**src/rtl/keypad_hex.sv**
```systemverilog
// 4x4 hex keypad scanner: active-low row drive, synchronized column sense,
// whole-scan debounce, one-cycle press strobe and a 16-bit nibble entry register.
module keypad_hex #(
  parameter int unsigned DIV_BITS       = 12,
  parameter int unsigned DEBOUNCE_SCANS = 4
) (
  input  logic        mclk,
  input  logic        reset,
  output logic [3:0]  row_n,
  input  logic [3:0]  col_n,
  input  logic        clear,
  output logic [3:0]  key_code,
  output logic        key_valid,
  output logic        key_down,
  output logic [15:0] value
);

  localparam int unsigned DW      = DIV_BITS + 2;
  localparam logic [3:0]  CNT_MAX = 4'(DEBOUNCE_SCANS);
  localparam logic [4:0]  NONE    = 5'h10;

  logic [DW-1:0] r_div;
  logic [3:0]    r_sync1, r_sync2;
  logic [15:0]   r_snap;
  logic [4:0]    r_prev, r_stable;
  logic [3:0]    r_cnt;

  logic [1:0]    w_row;
  logic          w_sample, w_scan_end, w_accept;
  logic [3:0]    w_cols;
  logic [15:0]   w_snap;
  logic [4:0]    w_pop, w_cand;
  logic [3:0]    w_idx, w_cnt_nxt;

  assign w_row      = r_div[DW-1 -: 2];
  assign w_sample   = &r_div[DIV_BITS-1:0];
  assign w_cols     = ~r_sync2;
  assign w_scan_end = w_sample && (w_row == 2'd3);

  // Snapshot including the sample being taken this cycle
  always_comb begin
    w_snap = r_snap;
    if (w_sample) begin
      case (w_row)
        2'd0:    w_snap[3:0]   = w_cols;
        2'd1:    w_snap[7:4]   = w_cols;
        2'd2:    w_snap[11:8]  = w_cols;
        default: w_snap[15:12] = w_cols;
      endcase
    end
  end

  // Single pressed key yields its index; none or several yield NONE
  always_comb begin
    w_pop = '0;
    w_idx = '0;
    for (int i = 0; i < 16; i++) begin
      if (w_snap[i]) begin
        w_pop = w_pop + 5'd1;
        w_idx = 4'(i);
      end
    end
    w_cand = (w_pop == 5'd1) ? {1'b0, w_idx} : NONE;
  end

  always_comb begin
    if (w_cand == r_prev)
      w_cnt_nxt = (r_cnt >= CNT_MAX) ? CNT_MAX : r_cnt + 4'd1;
    else
      w_cnt_nxt = 4'd1;
  end

  assign w_accept = w_scan_end && (w_cnt_nxt == CNT_MAX) && (w_cand != r_stable);

  always_ff @(posedge mclk or posedge reset) begin
    if (reset) begin
      r_div     <= '0;
      r_sync1   <= 4'hF;
      r_sync2   <= 4'hF;
      r_snap    <= '0;
      r_prev    <= NONE;
      r_stable  <= NONE;
      r_cnt     <= '0;
      row_n     <= 4'hF;
      key_code  <= '0;
      key_valid <= 1'b0;
      key_down  <= 1'b0;
      value     <= '0;
    end else begin
      r_div     <= r_div + DW'(1);
      r_sync1   <= col_n;
      r_sync2   <= r_sync1;
      r_snap    <= w_snap;
      row_n     <= ~(4'b0001 << w_row);
      key_valid <= w_accept && !w_cand[4];
      if (w_scan_end) begin
        r_prev <= w_cand;
        r_cnt  <= w_cnt_nxt;
      end
      if (w_accept) r_stable <= w_cand;
      if (w_accept && !w_cand[4]) begin
        key_code <= w_cand[3:0];
        key_down <= 1'b1;
        value    <= clear ? {12'h000, w_cand[3:0]} : {value[11:0], w_cand[3:0]};
      end else begin
        if (w_accept) key_down <= 1'b0;
        if (clear)    value    <= '0;
      end
    end
  end

endmodule

```
**config.mk**
```make
export PLATFORM = sky130hd
export DESIGN_NAME = keypad_hex
export DESIGN_NICKNAME = d
export VERILOG_FILES = /design/src/rtl/keypad_hex.sv
export SDC_FILE = /design/constraint.sdc
export NUM_CORES = 1
export LEC_CHECK = 0
export ABC_AREA = 1
export CAP_MARGIN = 15
export CORE_AREA = 2 2 134 136
export CTS_CLUSTER_SIZE = 16
export DETAILED_ROUTE_END_ITERATION = 8
export DIE_AREA = 0 0 136 138
export PLACE_DENSITY = 0.57
export SETUP_SLACK_MARGIN = 0.2
export SLEW_MARGIN = 25
export SYNTH_ARGS = -nofsm -noshare
export SYNTH_HDL_FRONTEND = slang
export SYNTH_SLANG_ARGS = --single-unit
export TNS_END_PERCENT = 1
```
**constraint.sdc**
```tcl
create_clock -name mclk -period 27.4 [get_ports mclk]
set_input_delay 4.11 -clock mclk [delete_from_list [all_inputs] [get_ports mclk]]
set_output_delay 4.11 -clock mclk [all_outputs]
set_load 0.02 [all_outputs]
```
# [After elaboration in Yosys (flattened, before gate mapping)]
# Cells that the tools add are included.
[word_totals] inputBits=7 elab_cells=94 memories=0 out_inout_bits=26 rom_bits=0 mem_bits_rw=0 latchBits=0 register_bits=78
[classes] shift=1 magnitude_cmp=1 bitwise_logic=2 n_addsub=17 reduce_logical=10 n_mux=44 div=0 n_mul=0 eq_ne=7
[ops] cell="$mux W4" n=20
[ops] cell="$mux W5" n=16
[ops] cell="$add A5 B1 Y5 const B" n=15
[ops] cell="$mux W16" n=4
[ops] cell="$add A14 B1 Y14 const B" n=1
[ops] cell="$reduce_and A12 Y1" n=1
[ops] cell="$not A4 Y4" n=2
[ops] cell="$eq A5 B1 Y1 const B" n=1
[ops] cell="$eq A5 B5 Y1" n=1
[ops] cell="$ne A5 B5 Y1" n=1
[ops] cell="$add A4 B1 Y4 const B" n=1
[ops] cell="$eq A2 B2 Y1 const B" n=2
[ops] cell="$eq A4 B3 Y1 const B" n=1
[ops] cell="$ge A4 B3 Y1 const B" n=1
[ops] cell="$logic_and A1 B1 Y1" n=4
[ops] cell="$mux W1" n=4
[ops] cell="$reduce_bool A2 Y1" n=2
[ops] cell="$shl A1 B2 Y4 const A" n=1
[ops] cell="$reduce_or A3 Y1" n=1
[ops] cell="$eq A2 B1 Y1 const B" n=1
[ops] cell="$logic_not A2 Y1" n=1
[ops] cell="$logic_not A1 Y1" n=1

# [Logic depth before layout (Yosys ltp)]
[depth] depth_word=44 ltp_mapped=70 mapped_depth_nobuf=70

# [Worst setup path before layout]
# Ideal clock, no wire load.
[synth_timing] path_kind="flip-flop to flip-flop" from="reg r_div[0]" to="reg value[15]" setup_time_ns=0.119 slack_ns=18.142 t_arrival_ns=9.139 required_ns=27.281 n_path_buf=2 stages_incl_launch_ff=66 synth_period_minus_slack_ns=9.258 path_cell_list="dfrtp_1 -> ha_1 -> nand2_1 -> nor2_2 -> nand3_4 -> nor2_1 -> nand2_1 -> o21ai_0 -> inv_1 -> ha_1 -> inv_1 -> nand3_1 -> nand2_1 -> ha_1 -> or2_1 -> and2_1 -> ha_1 -> nand2_1 -> [... 30 more ...] -> or2_2 -> o21ai_1 -> inv_1 -> ha_1 -> o21ai_2 -> nand2_1 -> nor2_4 -> buf_6 -> nand3_1 -> nand2_1 -> nand2_1 -> nor2_2 -> nand3_1 -> nor2_2 -> nand3_4 -> buf_6 -> nand3_2 -> nand2_1"
[synth_via] word_cells_on_any_way=61 classes_between="add/sub (15); eq/ne (4); mux (35); reduce/logical (7)"
[synth_lines] element="start: declaration" line_no="22" source="logic [DW-1:0] r_div;"
[synth_lines] element="start signal: assignment" line_no="90" source="r_div <= r_div + DW'(1);"
[synth_lines] element="$reduce_and A12 Y1 (*)" line_no="36" source="assign w_sample = &r_div[DIV_BITS-1:0];"
[synth_lines] element="$mux W16 (*)" line_no="43" source="if (w_sample) begin"
[synth_lines] element="net w_snap[1]" line_no="31" source="logic [15:0] w_snap;"
[synth_lines] element="$mux W5" line_no="58" source="if (w_snap[i]) begin"
[synth_lines] element="$add A5 B1 Y5" line_no="59" source="w_pop = w_pop + 5'd1;"
[synth_lines] element="$mux W5" line_no="58"
[synth_lines] element="$add A5 B1 Y5" line_no="59"
[synth_lines] element="$mux W5" line_no="58"
[synth_lines] element="[... 24 more ...]"
[synth_lines] element="$eq A5 B1 Y1" line_no="63" source="w_cand = (w_pop == 5'd1) ? {1'b0, w_idx} : NONE;"
[synth_lines] element="$mux W5 (*)" line_no="63"
[synth_lines] element="$eq A5 B5 Y1" line_no="67" source="if (w_cand == r_prev)"
[synth_lines] element="$mux W4" line_no="67"
[synth_lines] element="$eq A4 B3 Y1" line_no="73" source="assign w_accept = w_scan_end && (w_cnt_nxt == CNT_MAX) && (w_cand != r_stable);"
[synth_lines] element="$logic_and A1 B1 Y1 (2 in a row)" line_no="73"
[synth_lines] element="$logic_and A1 B1 Y1 (*)" line_no="101" source="if (w_accept && !w_cand[4]) begin"
[synth_lines] element="$mux W16 or $reduce_bool A2 Y1 (tied branches)"
[synth_lines] element="end signal: assignment" line_no="104" source="value <= clear ? {12'h000, w_cand[3:0]} : {value[11:0], w_cand[3:0]};"
[synth_lines] element="end: declaration" line_no="15" source="output logic [15:0] value"
# The timed path passes the listed nets; every way through them passes the cells marked *.
# A chain may end at the register's enable or synchronous reset.

# [Worst setup path in the final report]
[layout_timing] from="reg r_div[0]" to="reg r_stable[1]"
[layout_via] word_cells_on_any_way=57 classes_between="add/sub (15); eq/ne (4); mux (34); reduce/logical (4)"
[layout_lines] element="$reduce_and A12 Y1 (*)" line_no="36"
[layout_lines] element="$mux W16 (*)" line_no="43"
[layout_lines] element="net w_snap[1]" line_no="31"
[layout_lines] element="$mux W5" line_no="58"
[layout_lines] element="$add A5 B1 Y5" line_no="59"
[layout_lines] element="$mux W5" line_no="58"
[layout_lines] element="$add A5 B1 Y5" line_no="59"
[layout_lines] element="$mux W5" line_no="58"
[layout_lines] element="[... 22 more ...]"
[layout_lines] element="$add A5 B1 Y5" line_no="59"
[layout_lines] element="$mux W5" line_no="58"
[layout_lines] element="$eq A5 B1 Y1" line_no="63"
[layout_lines] element="$mux W5 (*)" line_no="63"
[layout_lines] element="$eq A5 B5 Y1" line_no="67"
[layout_lines] element="$mux W4" line_no="67"
[layout_lines] element="$eq A4 B3 Y1" line_no="73"
[layout_lines] element="$logic_and A1 B1 Y1 (2 in a row)" line_no="73"
[layout_lines] element="end signal: assignment" line_no="100" source="if (w_accept) r_stable <= w_cand;"
[layout_lines] element="end: declaration" line_no="25" source="logic [4:0] r_prev, r_stable;"
# Marks and branches as above.

==> summary.txt <==
Placement
  • Post-DP HPWL: ~8200 um
  • Pre-CTS worst setup slack: 17.10 ns
  • # placed instances: between 900 and 1000
  • Routability cong.: between 0.7 and 0.8
  • IO Port Bufs: 32

Critical path
  • Critical Path RT: around 28 ns
  • Most numerous cell on the critical path: nand2_1
  • Slowest stage delay, CP: 0.36 ns
  • Worst setup SP type: flip-flop
  • Worst Path Max Fanout: 25
  • Flop2flop setup slack: 17.14 ns
  • Worst reg2reg startpoint: r_div[0]$_DFF_PP0_
  • Critical Path End Type: flip-flop
  • Worst Path Class, Setup: reg2reg
  • CP max stage cell: dfrtp_1
  • Critical R2R Capture: r_stable[1]$_DFFE_PP0P_
  • Reg2Reg Depth: 68
  • Data arrival, critical path: ~11 ns

Min path
  • Hold Path End: r_sync2[0]$_DFF_PP1_
  • Worst Hold Launch: r_sync1[0]$_DFF_PP1_
  • Worst Hold Class: reg2reg
  • Hold depth: 0

Clocking
  • Post-CTS Hold Fix Bufs: 0
  • CTS tree: done
  • Clock Pin Slew Worst Setup and Hold Paths: about 0.06 ns
  • Post-CTS setup buffers: 0
  • Clock tree buffer depth: 2
  • H-tree levels: 3
  • Clock Latency Late Sink: 0.34 ns
  • Clk sink count: 78
  • Cts bufs inserted: 9
  • CTS root buffer: clkbuf_16
  • Post-cts sizing count: 0

STA
  • Min cycle time layout: around 10 ns
  • Max Clock Freq: 97.5 MHz
  • Final hold violation count: 0
  • Final setup viols: 0
  • Period utilization: 0.374
  • Final slew viol count: 0
  • RSZ-0062 raised after global routing: no
  • Worst slew pin tran: 0.779 ns
  • Final Skew: roughly 0.0084 ns
  • Setup TNS Final: 0 ns
  • Fin worst setup slack: between 15 and 20 ns
  • Slew HR: 0.479

Synth
  • Post-synth top cells: nand2_1 (226), inv_1 (127), dfrtp_1 (64), nand3_1 (64), nor2_1 (59)
  • Main combinational cell family by area after synthesis: simple AND/OR/NAND/NOR gates
  • Sequential cell area fraction in the yosys report: 0.386
  • Register bit total from synthesis: 78
  • Post-Synthesis Cells: roughly 720
  • Largest cells by area after synthesis: dfrtp_1 (31%), nand2_1 (17%), inv_1 (9.3%)
  • Compound-gate portion of the synthesized area: 0.0615
  • Post-synth top area share: 0.314
  • EDFF count, synth: 0
  • Xor-xnor portion of the synthesized cell area: 0.0154
  • Post-Syn Area per Cell: just over 7 sq um
  • Asr flop ratio synth: 1.00
  • Mapped cell area: 5100 sq um
  • Net Count, Synth: 747
  • Mux cell area share after synthesis: 0
  • Cell with the most instances after synthesis: nand2_1
  • Synth Warn #: 0
  • Simple-gate area share of the yosys netlist: 0.384
  • Post-synthesis cell type count: 36
  • Area leader, netlist: dfrtp_1
  • Synth Area in Adders: 0.0417
  • Top FF cell, synth: dfrtp_1

Floorplanning
  • Die Ht: 138 um
  • # rows: just under 50
  • Core region area: ~18000 sq um
  • Initial Utilization: 0.291
  • Chip Width: about 140 um
  • Full die area: roughly 19000 sq um
  • Top Ports: 33

Detailed routing
  • Met1 Wirelength: about 5000 um
  • Routed met2 length: just over 5000 um
  • WL/cell: roughly 11 um
  • Routed wl met3: approximately 300 um
  • Initial DRC Count: ~220
  • Router iterations before antenna repair: 5
  • Remaining DRCs: 0
  • Max Used Layer: met4
  • Final wirelength: roughly 11000 um
  • Vias: between 4000 and 5000
  • Post-route ant nets: 0
  • DR vias/cell: 4.36

Final layout
  • ANT cells: 0
  • Final Non-Filler Cells: 994
  • Filler cells: ~1900
  • Synth-to-Final Area Change: 17.5%
  • Ratio of cells with drive above 1 in the final layout: 0.129
  • Final nets: about 800

GRT
  • GR Util All Layers: 0.122
  • Largest net degree at the start of global routing: 79
  • Initial antenna violation count: 0
  • Vias in the first global route: 4269
  • Gr ovfl total: 0
  • First-pass GRT wire length: 19000 um

Power
  • Peak VDD IR: between 0.03 and 0.04 mV
  • Pwr/cell area: 41.7 nW/um^2
  • Leakage power: between 3 and 4 nW

Run status
  • Status: finished, final reports clean

Flow run
  • Max cap viols: 0
report_power, final:
| part | leakage, nW | internal (W) | switching, W |
|---|---|---|---|
| Clock | 0.156 | 0.0000824 | 0.0000462 |
| Sequential | 1.03 | 0.000116 | 0.000000602 |
| Combinational | 2.13 | 0.00000103 | 0.00000315 |
| Total | 3.31 | 0.000200 | 0.0000500 |
registers in the layout (all words and copies together) (netlist names):
register / flops
r_prev: 5
key_down: 1
r_div: 14
value: 16
r_snap: 16
r_sync2: 4
row_n: 4
key_valid: 1
r_sync1: 4
r_cnt: 4
key_code: 4
r_stable: 5
per-layer routing:
metal / GRT usage / vias to the layer above
li1: - / 2313
met1: 0.156 / 1964
met2: 0.211 / 42
met3: 0.0271 / 11
met4: 0.0219 / 0
met5: 0 / -
layout make-up:
| class | instances | area [sq um] | share of cell area |
|---|---|---|---|
| repair buffers | 33 | 332 | 0.0553 |
| inverters | 136 | 517 | 0.0862 |
| clock inverters | 5 | 81.3 | 0.0136 |
| well taps | 229 | 287 | 0.0478 |
| multi-input cells | 502 | 2560 | 0.428 |
| flip-flops and latches | 78 | 1970 | 0.329 |
| clock buffers | 11 | 243 | 0.0405 |
layout by cell type (no fill, tap or decap), types with 2 or more instances in the layout:
| cell type | synthesis | final |
|---|---|---|
| inv_1 | 127 | 126 |
| clkbuf_16 | 0 | 9 |
| clkinv_2 | 0 | 2 |
| nand3_1 | 64 | 64 |
| or2_1 | 2 | 2 |
| nor2_2 | 4 | 4 |
| a21oi_1 | 14 | 14 |
| ha_1 | 17 | 17 |
| dfrtp_1 | 64 | 64 |
| nand4_1 | 10 | 10 |
| nand2_2 | 23 | 23 |
| dfstp_2 | 14 | 14 |
| o21ai_0 | 22 | 22 |
| o21ai_1 | 8 | 8 |
| nand2_1 | 226 | 226 |
| nand3b_1 | 5 | 5 |
| xnor2_1 | 3 | 3 |
| clkdlybuf4s50_1 | 0 | 32 |
| xor2_1 | 6 | 6 |
| nor2_1 | 59 | 59 |
| bufinv_16 | 0 | 2 |
| nor2_4 | 6 | 6 |
| o21ai_2 | 8 | 8 |
| nand3_4 | 2 | 2 |
| inv_2 | 7 | 7 |
| nand3_2 | 14 | 14 |
worst max-delay path: cells and delay by family, from the launching register on:
family,cells,cell delay (ns)
AOI/OAI and AO/OA,3,0.38
adders and majority gates,15,3.92
buffers and inverters,7,0.57
DFF,1,0.36
and+or+nand+nor,43,4.96
metrics by stage:
step / hold WS, ns / utilization / cell area (sq um) / power, W
after floorplan: 0.345 / - / 5100 / 0.000121
after global placement: 0.346 / 0.323 / 5670 / 0.000123
after detailed placement: 0.348 / 0.323 / 5670 / 0.000123
after CTS: 0.356 / 0.342 / 5990 / 0.000254
after global routing: 0.359 / 0.342 / 5990 / 0.000259
final: 0.354 / 0.342 / 5990 / 0.000250
worst max-delay path by stage:
stage,startpoint,end,slack [ns],cells past startpoint
global route,r_div[0]$_DFF_PP0_,r_stable[2]$_DFFE_PP0P_,16.13,68
floorplan,r_div[0]$_DFF_PP0_,value[15]$_DFFE_PP0P_,18.14,65
finish,r_div[0]$_DFF_PP0_,r_stable[1]$_DFFE_PP0P_,17.14,68
detailed placement,r_div[0]$_DFF_PP0_,r_stable[2]$_DFFE_PP0P_,17.10,68
CTS,r_div[0]$_DFF_PP0_,r_stable[1]$_DFFE_PP0P_,17.07,68
global placement,r_div[0]$_DFF_PP0_,r_stable[1]$_DFFE_PP0P_,17.34,68
logic make-up after synthesis:
logic type	count (synthesis)
and+or+nand+nor	421
buffers and inverters	143
DFF	78
AOI/OAI and AO/OA	55
adders and majority gates	17
xor gates and xnor gates	9
Power figures use the tool's default switching activity.
